===== config.mk =====
export PLATFORM = sky130hd
export DESIGN_NAME = pipe_hazard_ctrl
export DESIGN_NICKNAME = d
export VERILOG_FILES = /design/src/rtl/pipe_hazard_ctrl.sv
export SDC_FILE = /design/constraint.sdc
export NUM_CORES = 1
export LEC_CHECK = 0
export ABC_CLOCK_PERIOD_IN_PS = 2500
export BUFFER_PORTS_ARGS = -buffer_cell sky130_fd_sc_hd__buf_2
export CAP_MARGIN = 20
export CORE_MARGIN = 5
export CORE_UTILIZATION = 44
export DETAILED_ROUTE_END_ITERATION = 7
export MAX_ROUTING_LAYER = met4
export PLACE_DENSITY = 0.7
export SLEW_MARGIN = 0
export SYNTH_ARGS = -nofsm -noshare
export SYNTH_HDL_FRONTEND = slang
export SYNTH_SLANG_ARGS = --single-unit

===== constraint.sdc =====
create_clock -name clk -period 2.5 [get_ports clk]
set_input_delay 0.5 -clock clk [delete_from_list [all_inputs] [get_ports clk]]
set_output_delay 0.5 -clock clk [all_outputs]
set_load 0.005 [all_outputs]

===== src/rtl/pipe_hazard_ctrl.sv =====
`default_nettype none
// ============================================================================
// Module      : pipe_hazard_ctrl
// Description : Pipeline control unit for a five-stage Y86 pipeline
//               (F, D, E, M, W). It watches decode, execute and writeback
//               state and issues stall and bubble controls to the F, D and E
//               pipeline registers. It also sequences the ret drain, latches
//               processor halt, and keeps saturating performance counters.
//
// Parameters  : CNT_W       - width of each performance counter
//               RET_BUBBLES - D-bubble cycles per ret (counting the ret's own
//                             decode cycle); the ret counter is 2 bits wide,
//                             so the usable range is 1..4
//
// Ports       : clk        in   pipeline clock, state updates on posedge
//               rst_n      in   asynchronous active-low reset
//               Dicode     in   icode of the instruction in decode
//               dsrcA      in   decode source A register (0xF = none)
//               dsrcB      in   decode source B register (0xF = none)
//               Eicode     in   icode in execute
//               EdstM      in   execute-stage dstM (0xF = none)
//               ecnd       in   condition result computed in execute
//               Wicode     in   icode in writeback
//               F_stall    out  hold the fetch PC register
//               D_stall    out  hold the decode pipeline register
//               D_bubble   out  load a nop into the decode register
//               E_bubble   out  load a nop into the execute register
//               halted     out  processor has retired a halt
//               ret_busy   out  ret drain in progress
//               stall_cnt  out  cycles lost to load-use stalls
//               bubble_cnt out  cycles lost to ret drains and mispredicts
//
// Revision    : 1.0 - initial release
// ============================================================================
module pipe_hazard_ctrl #(
  parameter int CNT_W       = 16,
  parameter int RET_BUBBLES = 3
) (
  input  logic             clk,
  input  logic             rst_n,
  input  logic [3:0]       Dicode,
  input  logic [3:0]       dsrcA,
  input  logic [3:0]       dsrcB,
  input  logic [3:0]       Eicode,
  input  logic [3:0]       EdstM,
  input  logic             ecnd,
  input  logic [3:0]       Wicode,
  output logic             F_stall,
  output logic             D_stall,
  output logic             D_bubble,
  output logic             E_bubble,
  output logic             halted,
  output logic             ret_busy,
  output logic [CNT_W-1:0] stall_cnt,
  output logic [CNT_W-1:0] bubble_cnt
);

  // --------------------------------------------------------------------------
  // Constants
  // --------------------------------------------------------------------------
  localparam logic [3:0] C_ICODE_HALT   = 4'h0;
  localparam logic [3:0] C_ICODE_MRMOVQ = 4'h5;
  localparam logic [3:0] C_ICODE_JXX    = 4'h7;
  localparam logic [3:0] C_ICODE_RET    = 4'h9;
  localparam logic [3:0] C_ICODE_POPQ   = 4'hB;
  localparam logic [3:0] C_REG_NONE     = 4'hF;

  // The ret's own RUN cycle is the first bubble, so the drain state only
  // has to cover the remaining RET_BUBBLES-1 cycles.
  localparam logic [1:0]       C_RET_LOAD = 2'(RET_BUBBLES - 1);
  localparam logic [CNT_W-1:0] C_CNT_MAX  = '1;

  typedef enum logic [1:0] {
    S_RUN      = 2'd0,
    S_RET_WAIT = 2'd1,
    S_HALTED   = 2'd2
  } state_t;

  // --------------------------------------------------------------------------
  // State
  // --------------------------------------------------------------------------
  state_t           r_state;
  logic [1:0]       r_ret_cnt;
  logic [CNT_W-1:0] r_stall_cnt;
  logic [CNT_W-1:0] r_bubble_cnt;

  // --------------------------------------------------------------------------
  // Hazard detection and control decode
  // --------------------------------------------------------------------------
  logic w_load_use;
  logic w_mispredict;
  logic w_ret_d;
  logic w_f_stall;
  logic w_d_stall;
  logic w_d_bubble;
  logic w_e_bubble;
  logic w_ret_start;
  logic w_stall_evt;
  logic w_bubble_evt;

  // A destination of 0xF means "no register", so it must never match a
  // source that is also 0xF.
  assign w_load_use   = ((Eicode == C_ICODE_MRMOVQ) || (Eicode == C_ICODE_POPQ)) &&
                        (EdstM != C_REG_NONE) &&
                        ((EdstM == dsrcA) || (EdstM == dsrcB));
  assign w_mispredict = (Eicode == C_ICODE_JXX) && !ecnd;
  assign w_ret_d      = (Dicode == C_ICODE_RET);

  always_comb begin
    w_f_stall    = 1'b0;
    w_d_stall    = 1'b0;
    w_d_bubble   = 1'b0;
    w_e_bubble   = 1'b0;
    w_ret_start  = 1'b0;
    w_stall_evt  = 1'b0;
    w_bubble_evt = 1'b0;
    case (r_state)
      S_RUN: begin
        if (w_mispredict) begin
          // Squashes both wrong-path instructions; a ret sitting in D is
          // discarded with them, so no drain is started.
          w_d_bubble   = 1'b1;
          w_e_bubble   = 1'b1;
          w_bubble_evt = 1'b1;
        end else if (w_load_use) begin
          // D is held, so a ret in D gets another look next cycle.
          w_f_stall   = 1'b1;
          w_d_stall   = 1'b1;
          w_e_bubble  = 1'b1;
          w_stall_evt = 1'b1;
        end else if (w_ret_d) begin
          w_f_stall    = 1'b1;
          w_d_bubble   = 1'b1;
          w_ret_start  = 1'b1;
          w_bubble_evt = 1'b1;
        end
      end
      S_RET_WAIT: begin
        // Only bubbles occupy E here, so no other hazard can appear.
        w_f_stall    = 1'b1;
        w_d_bubble   = 1'b1;
        w_bubble_evt = 1'b1;
      end
      S_HALTED: begin
        w_f_stall = 1'b1;
        w_d_stall = 1'b1;
      end
      default: begin
        w_f_stall = 1'b0;
      end
    endcase
  end

  // --------------------------------------------------------------------------
  // Control state machine
  // --------------------------------------------------------------------------
  always_ff @(posedge clk or negedge rst_n) begin
    if (!rst_n) begin
      r_state   <= S_RUN;
      r_ret_cnt <= 2'd0;
    end else if (Wicode == C_ICODE_HALT) begin
      // A retired halt wins over everything, from any state.
      r_state <= S_HALTED;
    end else begin
      case (r_state)
        S_RUN: begin
          if (w_ret_start && (RET_BUBBLES > 1)) begin
            r_state   <= S_RET_WAIT;
            r_ret_cnt <= C_RET_LOAD;
          end
        end
        S_RET_WAIT: begin
          r_ret_cnt <= r_ret_cnt - 2'd1;
          if (r_ret_cnt <= 2'd1) begin
            r_state <= S_RUN;
          end
        end
        S_HALTED: begin
          r_state <= S_HALTED;
        end
        default: begin
          r_state <= S_RUN;
        end
      endcase
    end
  end

  // --------------------------------------------------------------------------
  // Saturating performance counters. Events are only raised in RUN and
  // RET_WAIT, so both counters hold still once halted.
  // --------------------------------------------------------------------------
  always_ff @(posedge clk or negedge rst_n) begin
    if (!rst_n) begin
      r_stall_cnt  <= '0;
      r_bubble_cnt <= '0;
    end else begin
      if (w_stall_evt && (r_stall_cnt != C_CNT_MAX)) begin
        r_stall_cnt <= r_stall_cnt + 1'b1;
      end
      if (w_bubble_evt && (r_bubble_cnt != C_CNT_MAX)) begin
        r_bubble_cnt <= r_bubble_cnt + 1'b1;
      end
    end
  end

  // --------------------------------------------------------------------------
  // Outputs. The controls are combinational from inputs, so they are gated
  // with rst_n to read 0 for the whole time reset is held.
  // --------------------------------------------------------------------------
  assign F_stall    = w_f_stall  & rst_n;
  assign D_stall    = w_d_stall  & rst_n;
  assign D_bubble   = w_d_bubble & rst_n;
  assign E_bubble   = w_e_bubble & rst_n;
  assign halted     = (r_state == S_HALTED)   & rst_n;
  assign ret_busy   = (r_state == S_RET_WAIT) & rst_n;
  assign stall_cnt  = r_stall_cnt;
  assign bubble_cnt = r_bubble_cnt;

endmodule
`default_nettype wire


==> flow_metrics.py, run 1 <==
metrics = {
    "synth": {
        "syn-num-nets": 243,
        "synthTopCellsByArea": "dfrtp_1 (43%), xnor2_1 (9.6%), nand4_1 (5.7%), xor2_1 (5.4%), ha_1 (4.2%)",
        "synthAdderAreaFrac": 0.0417,
        "post_synth.cell_area_avg_um2": 10.1,
        "synth_compound_area_frac": 0.0524,
        "synth_top_family_by_area": "simple AND/OR/NAND/NOR gates",
        "synth-simple-area-share": 0.257,
        "synth_commonest_cells": "dfrtp_1 (36), xnor2_1 (23), nand2_1 (21)",
        "synth_cell_types": 43,
        "yosysSeqAreaShare": 0.429,
        "synth_xor_area_frac": 0.150,
        "synth_top_cell_area_share": 0.429,
        "muxShareOfSynthArea": 0.0315,
        "ys_warn_count": 0,
        "yosys.cell_count.top_type": "dfrtp_1",
        "ys_async_sr_fraction": 1.00,
        "netlist_area_um2": 2100,
        "yosys.area.top_type": "dfrtp_1",
        "netlist_instances": 209,
        "synth_ff_type": "dfrtp_1",
        "synth_edf_count": 0,
        "synth-seq-cells": 36,
    },
    "grt": {
        "grt_pass1_vias": 1666,
        "grt_antenna_before_repair": 0,
        "grt_pass1_wl_um": 7550,
        "grt_max_degree": 17,
        "grt-ovfl-total": 0,
        "track_usage": 0.156,
    },
    "clock_network": {
        "cts_buffers": 5,
        "clkSlewWorstSetupHoldPaths_ps": 70,
        "clk_path_buf_depth": 2,
        "cts_root_buf": "clkbuf_8",
        "cts_max_level": 2,
        "cts_tree": "done",
        "insertion_delay_ps": 290,
        "postCtsHoldBufs": 0,
        "cts_sinks": 36,
    },
    "run": {
        "cap_violations": 0,
    },
    "cells_and_area": {
        "drive_above_1_share": 0.330,
        "syn_to_final_growth_pct": 23.4,
        "diodes": 0,
        "seq_area_um2": 901,
        "fin_nets": 315,
        "design_area_um2": 2590,
        "multi_input_area_um2": 1120,
        "fillers": 450,
    },
    "drt": {
        "vias_per_cell": 5.19,
        "vias": 1745,
        "ant_nets": 0,
        "drt-wirelength-per-cell_um": 13.4,
        "drt-pass1-iter-count": 4,
        "drc_errors": 0,
        "routed_wl_um": 4510,
        "drtIter0Drc": 80,
    },
    "die": {
        "coreArea_um2": 4690,
        "die_h_um": 79.1,
        "die_w_um": 79.1,
        "start_util": 0.448,
        "die_area_um2": 6260,
        "rows": 25,
        "io_pins": 65,
    },
    "critical_path": {
        "worstPathMaxFanout": 6,
        "r2r_start": "stall_cnt[0]",
        "reg2reg_to": "stall_cnt[15]",
        "crit_path_start_kind": "input port",
        "crit_path_end_kind": "output pin",
        "rrSetupSlack_ps": 410,
        "crit_required_ps": 2000,
        "critPathKind": "in -> out",
        "worst-r2r-cell-count": 6,
        "worstPathArrival_ps": 1930,
    },
    "placed_design": {
        "io_buffer_count": 64,
        "dpl_worst_slack_ps": 29.4,
        "gp_congestion": 0.804,
        "dpl.hpwl_um": 3480,
        "postPlaceCellArea_um2": 2490,
    },
    "power": {
        "leakage_nw": 1.34,
        "power_density_nw_per_um2": 425,
        "peakVddDrop_v": 0.000246,
        "power_mw": 1.10,
    },
    "timing": {
        "hold_ws_ps": 59.3,
        "finalClockSkew_ps": 6.17,
        "post-route-min-period_ps": 2430,
        "fin_crit_sh": 0.973,
        "worst_slack_ps": 68.1,
        "setup_violations": 0,
        "tightest_slew_ps": 427,
        "rsz0062_at_grt": "true",
        "relSlewSlack": 0.715,
        "maxSlewViolCount": 0,
        "hold_violations": 0,
        "fmax_mhz": 411,
    },
    "status": {
        "outcome": "complete, no violations",
    },
    "hold_path": {
        "hp-class": "in -> async",
    },
}
## sequential cells by signal, summed over array words and instances (netlist names)
signal and count:
r_state 2, stall_cnt 16, bubble_cnt 16, r_ret_cnt 2
## worst max-delay path, stage by stage
cell and delay [ps]:
buf_2 100, or3b_1 360, a221o_1 380, or2_1 280, a21boi_0 180, buf_2 130
## metal layers
metal,vias up,global-route usage,routed length [µm]
met5,-,-,0
met4,0,0.0515,53
met3,8,0.0340,195
met2,40,0.247,2230
met1,815,0.199,2030
li1,882,-,-
## how the worst max path moves through the flow
| stage | startpoint | to | depth (start not counted) |
|---|---|---|---|
| after global routing | EdstM[3] | F_stall | 8 |
| after CTS | Eicode[1] | D_stall | 6 |
| after detailed placement | Eicode[1] | D_stall | 6 |
| after floorplan | Eicode[1] | D_stall | 5 |
| after global placement | Eicode[1] | D_stall | 6 |
| final | Eicode[1] | D_stall | 6 |
## cell usage in the layout (no fill, tap or decap), types with 7 or more instances in the layout
master and instances:
buf_2 64, buf_4 8, dfrtp_1 36, inv_1 9
nand2_1 21, nand3_1 8, nand4_1 19, nor2_1 11
nor3_1 7, xnor2_1 23, xor2_1 13
## what timing repair did
action                     4_1_cts  5_1_grt
gates resized for setup          0        1
setup buffers                    0        2
setup endpoints to repair        0        3
## area by class of cell
type / count / area share
multi-input combinational: 157 / 0.432
sequential: 36 / 0.347
timing repair buffer: 72 / 0.147
clock buffer: 8 / 0.0347
tap: 54 / 0.0260
inverter: 9 / 0.0130
## kinds of logic (layout without fill, tap and decap cells)
| group | Yosys count | count (layout) |
|---|---|---|
| AO/OA/AOI/OAI | 15 | 15 |
| XOR/XNOR | 36 | 36 |
| adder cells (fa/ha/maj) | 7 | 7 |
| buffers and inverters | 16 | 89 |
| flip-flops | 36 | 36 |
| multiplexers | 6 | 6 |
| AND/OR/NAND/NOR | 93 | 93 |
## per-stage QoR
| stage | util | std cells | setup TNS, ps |
|---|---|---|---|
| 2_1_floorplan | - | 209 | 0 |
| 3_3_place_gp | 0.530 | 326 | 0 |
| 3_5_place_dp | 0.530 | 326 | 0 |
| 4_1_cts | 0.549 | 334 | 0 |
| 5_1_grt | 0.553 | 336 | -29.8 |
| 6_report | 0.553 | 336 | 0 |
## power by group
part / switching, mW / total [mW] / internal [mW]
clock: 0.196 / 0.420 / 0.225
sequential: 0.00287 / 0.592 / 0.589
combinational: 0.0469 / 0.0910 / 0.0441
total: 0.246 / 1.10 / 0.858
Note: power is estimated with default switching activity, not from simulation.
==> inputs of run 2 (changes only) <==
CORE_ASPECT_RATIO = 0.9   (was unset)
==> run 2 against run 1 <==
Cell area down 0.39%; power up 0.38%; first-iteration DRC count shrank 39%; clock skew decreased by 0.81 ps; combinational power is 0.8% higher; setup slack improved by 39 ps; cell count up 1.5%; global-route usage rose by 0.12 points; via count fell by 0.34%; sequential share of layout area grew 0.13 points; largest cell class unchanged; largest power group unchanged.
==> flow_metrics.py, run 2 (synthesis results as in run 1) <==
metrics = {
    "critical_path": {
        "r2r_start": "stall_cnt[0]",
        "crit_path_start_kind": "input port",
        "worstPathArrival_ps": 1890,
        "crit_path_end": "D_stall",
        "critPathKind": "in -> out",
        "cp-startpoint": "EdstM[3]",
        "worstPathMaxFanout": 6,
        "crit_required_ps": 2000,
        "crit_path_end_kind": "output pin",
        "reg2reg_to": "stall_cnt[13]",
        "rrSetupSlack_ps": 400,
        "worst-r2r-cell-count": 6,
    },
    "placed_design": {
        "postPlaceCellArea_um2": 2490,
        "dp.cells": 333,
        "gp_congestion": 0.836,
        "dpl.hpwl_um": 3580,
        "dpl_worst_slack_ps": 10.9,
        "io_buffer_count": 64,
    },
    "timing": {
        "fin_crit_sh": 0.957,
        "maxSlewViolCount": 0,
        "setup_violations": 0,
        "hold_violations": 0,
        "tightest_slew_ps": 415,
        "rsz0062_at_grt": "false",
        "post-route-min-period_ps": 2390,
        "final.setup.tns_ps": 0,
        "fmax_mhz": 418,
        "finalClockSkew_ps": 5.35,
        "worst_slack_ps": 107,
        "relSlewSlack": 0.723,
    },
    "drt": {
        "ant_nets": 0,
        "vias": 1739,
        "routed_wl_um": 4630,
        "drc_errors": 0,
        "drt-wirelength-per-cell_um": 13.6,
        "vias_per_cell": 5.10,
        "drtIter0Drc": 49,
        "drt-pass1-iter-count": 4,
    },
    "die": {
        "die_h_um": 75.6,
        "rows": 23,
        "coreArea_um2": 4550,
        "die_area_um2": 6260,
        "start_util": 0.462,
        "die_w_um": 82.9,
        "io_pins": 65,
    },
    "clock_network": {
        "cts_setup_buffers": 0,
        "cts_tree": "done",
        "insertion_delay_ps": 280,
        "cts_buffers": 5,
        "clk_path_buf_depth": 2,
        "postCtsHoldBufs": 0,
        "cts_resized": 0,
        "clkSlewWorstSetupHoldPaths_ps": 70,
        "cts_max_level": 2,
        "cts_root_buf": "clkbuf_8",
        "cts_sinks": 36,
    },
    "power": {
        "peakVddDrop_v": 0.000313,
        "power_mw": 1.11,
        "power_density_nw_per_um2": 429,
        "leakage_nw": 1.33,
    },
    "grt": {
        "grt_pass1_wl_um": 7800,
        "track_usage": 0.157,
        "grt_max_degree": 29,
        "grt_antenna_before_repair": 0,
        "grt_pass1_vias": 1754,
        "grt-ovfl-total": 0,
    },
    "cells_and_area": {
        "fin_nets": 312,
        "final_cells": 341,
        "design_area_um2": 2580,
        "drive_above_1_share": 0.330,
        "diodes": 0,
        "final_cell_mix": "buf_2 (64), dfrtp_1 (36), xnor2_1 (23), nand2_1 (21), nand4_1 (19)",
        "syn_to_final_growth_pct": 22.9,
        "final_common_cell": "buf_2",
        "fillers": 432,
    },
    "hold_path": {
        "hp-class": "in -> async",
    },
    "status": {
        "outcome": "complete, no violations",
    },
    "run": {
        "cap_violations": 0,
    },
}
run 2: changes by cell type in the layout (fill, tap and decap cells not counted), sizes merged:
cell	before	now
buf	72	69
clkbuf	8	6
clkinv	0	2
run 2: final cells by class:
type / instances / area (µm²) / share of cell area
multi-input combinational: 157 / 1120 / 0.434
timing repair buffer: 69 / 358 / 0.138
clock inverter: 2 / 10.0 / 0.00387
clock buffer: 6 / 82.6 / 0.0320
sequential: 36 / 901 / 0.349
tap: 62 / 77.6 / 0.0300
inverter: 9 / 33.8 / 0.0131
run 2: where the power goes:
part / switching (mW) / internal (mW) / total, mW
Sequential: 0.00308 / 0.589 / 0.592
Combinational: 0.0494 / 0.0423 / 0.0917
Clock: 0.204 / 0.220 / 0.424
Total: 0.256 / 0.851 / 1.11
run 2: worst min-delay path by stage:
stage           from        endpoint  cells past startpoint
6_report       rst_n  bubble_cnt[15]                      1
5_1_grt        rst_n  bubble_cnt[15]                      1
4_1_cts        rst_n  bubble_cnt[15]                      1
3_5_place_dp   rst_n      r_state[1]                      1
3_3_place_gp   rst_n      r_state[1]                      1
2_1_floorplan  rst_n   bubble_cnt[0]                      0
run 2: through the flow:
stage / hold slack, ps / utilization
detailed placement: 402 / 0.547
finish: 91.9 / 0.568
global placement: 397 / 0.547
floorplan: 204 / -
global route: 102 / 0.568
CTS: 90.7 / 0.568
run 2: worst max-delay path, stage by stage:
cell,delay [ps]
buf_2,120
xnor2_1,190
nand4_1,110
a221o_1,430
or2_1,250
a21boi_0,150
buf_2,140
run 2: layer usage:
metal,share of wire,up-vias,global-route usage
met3,0.051,5,0.0378
met1,0.48,818,0.196
li1,-,875,-
met2,0.46,41,0.260
met5,0,-,-
met4,0.0073,0,0.0436
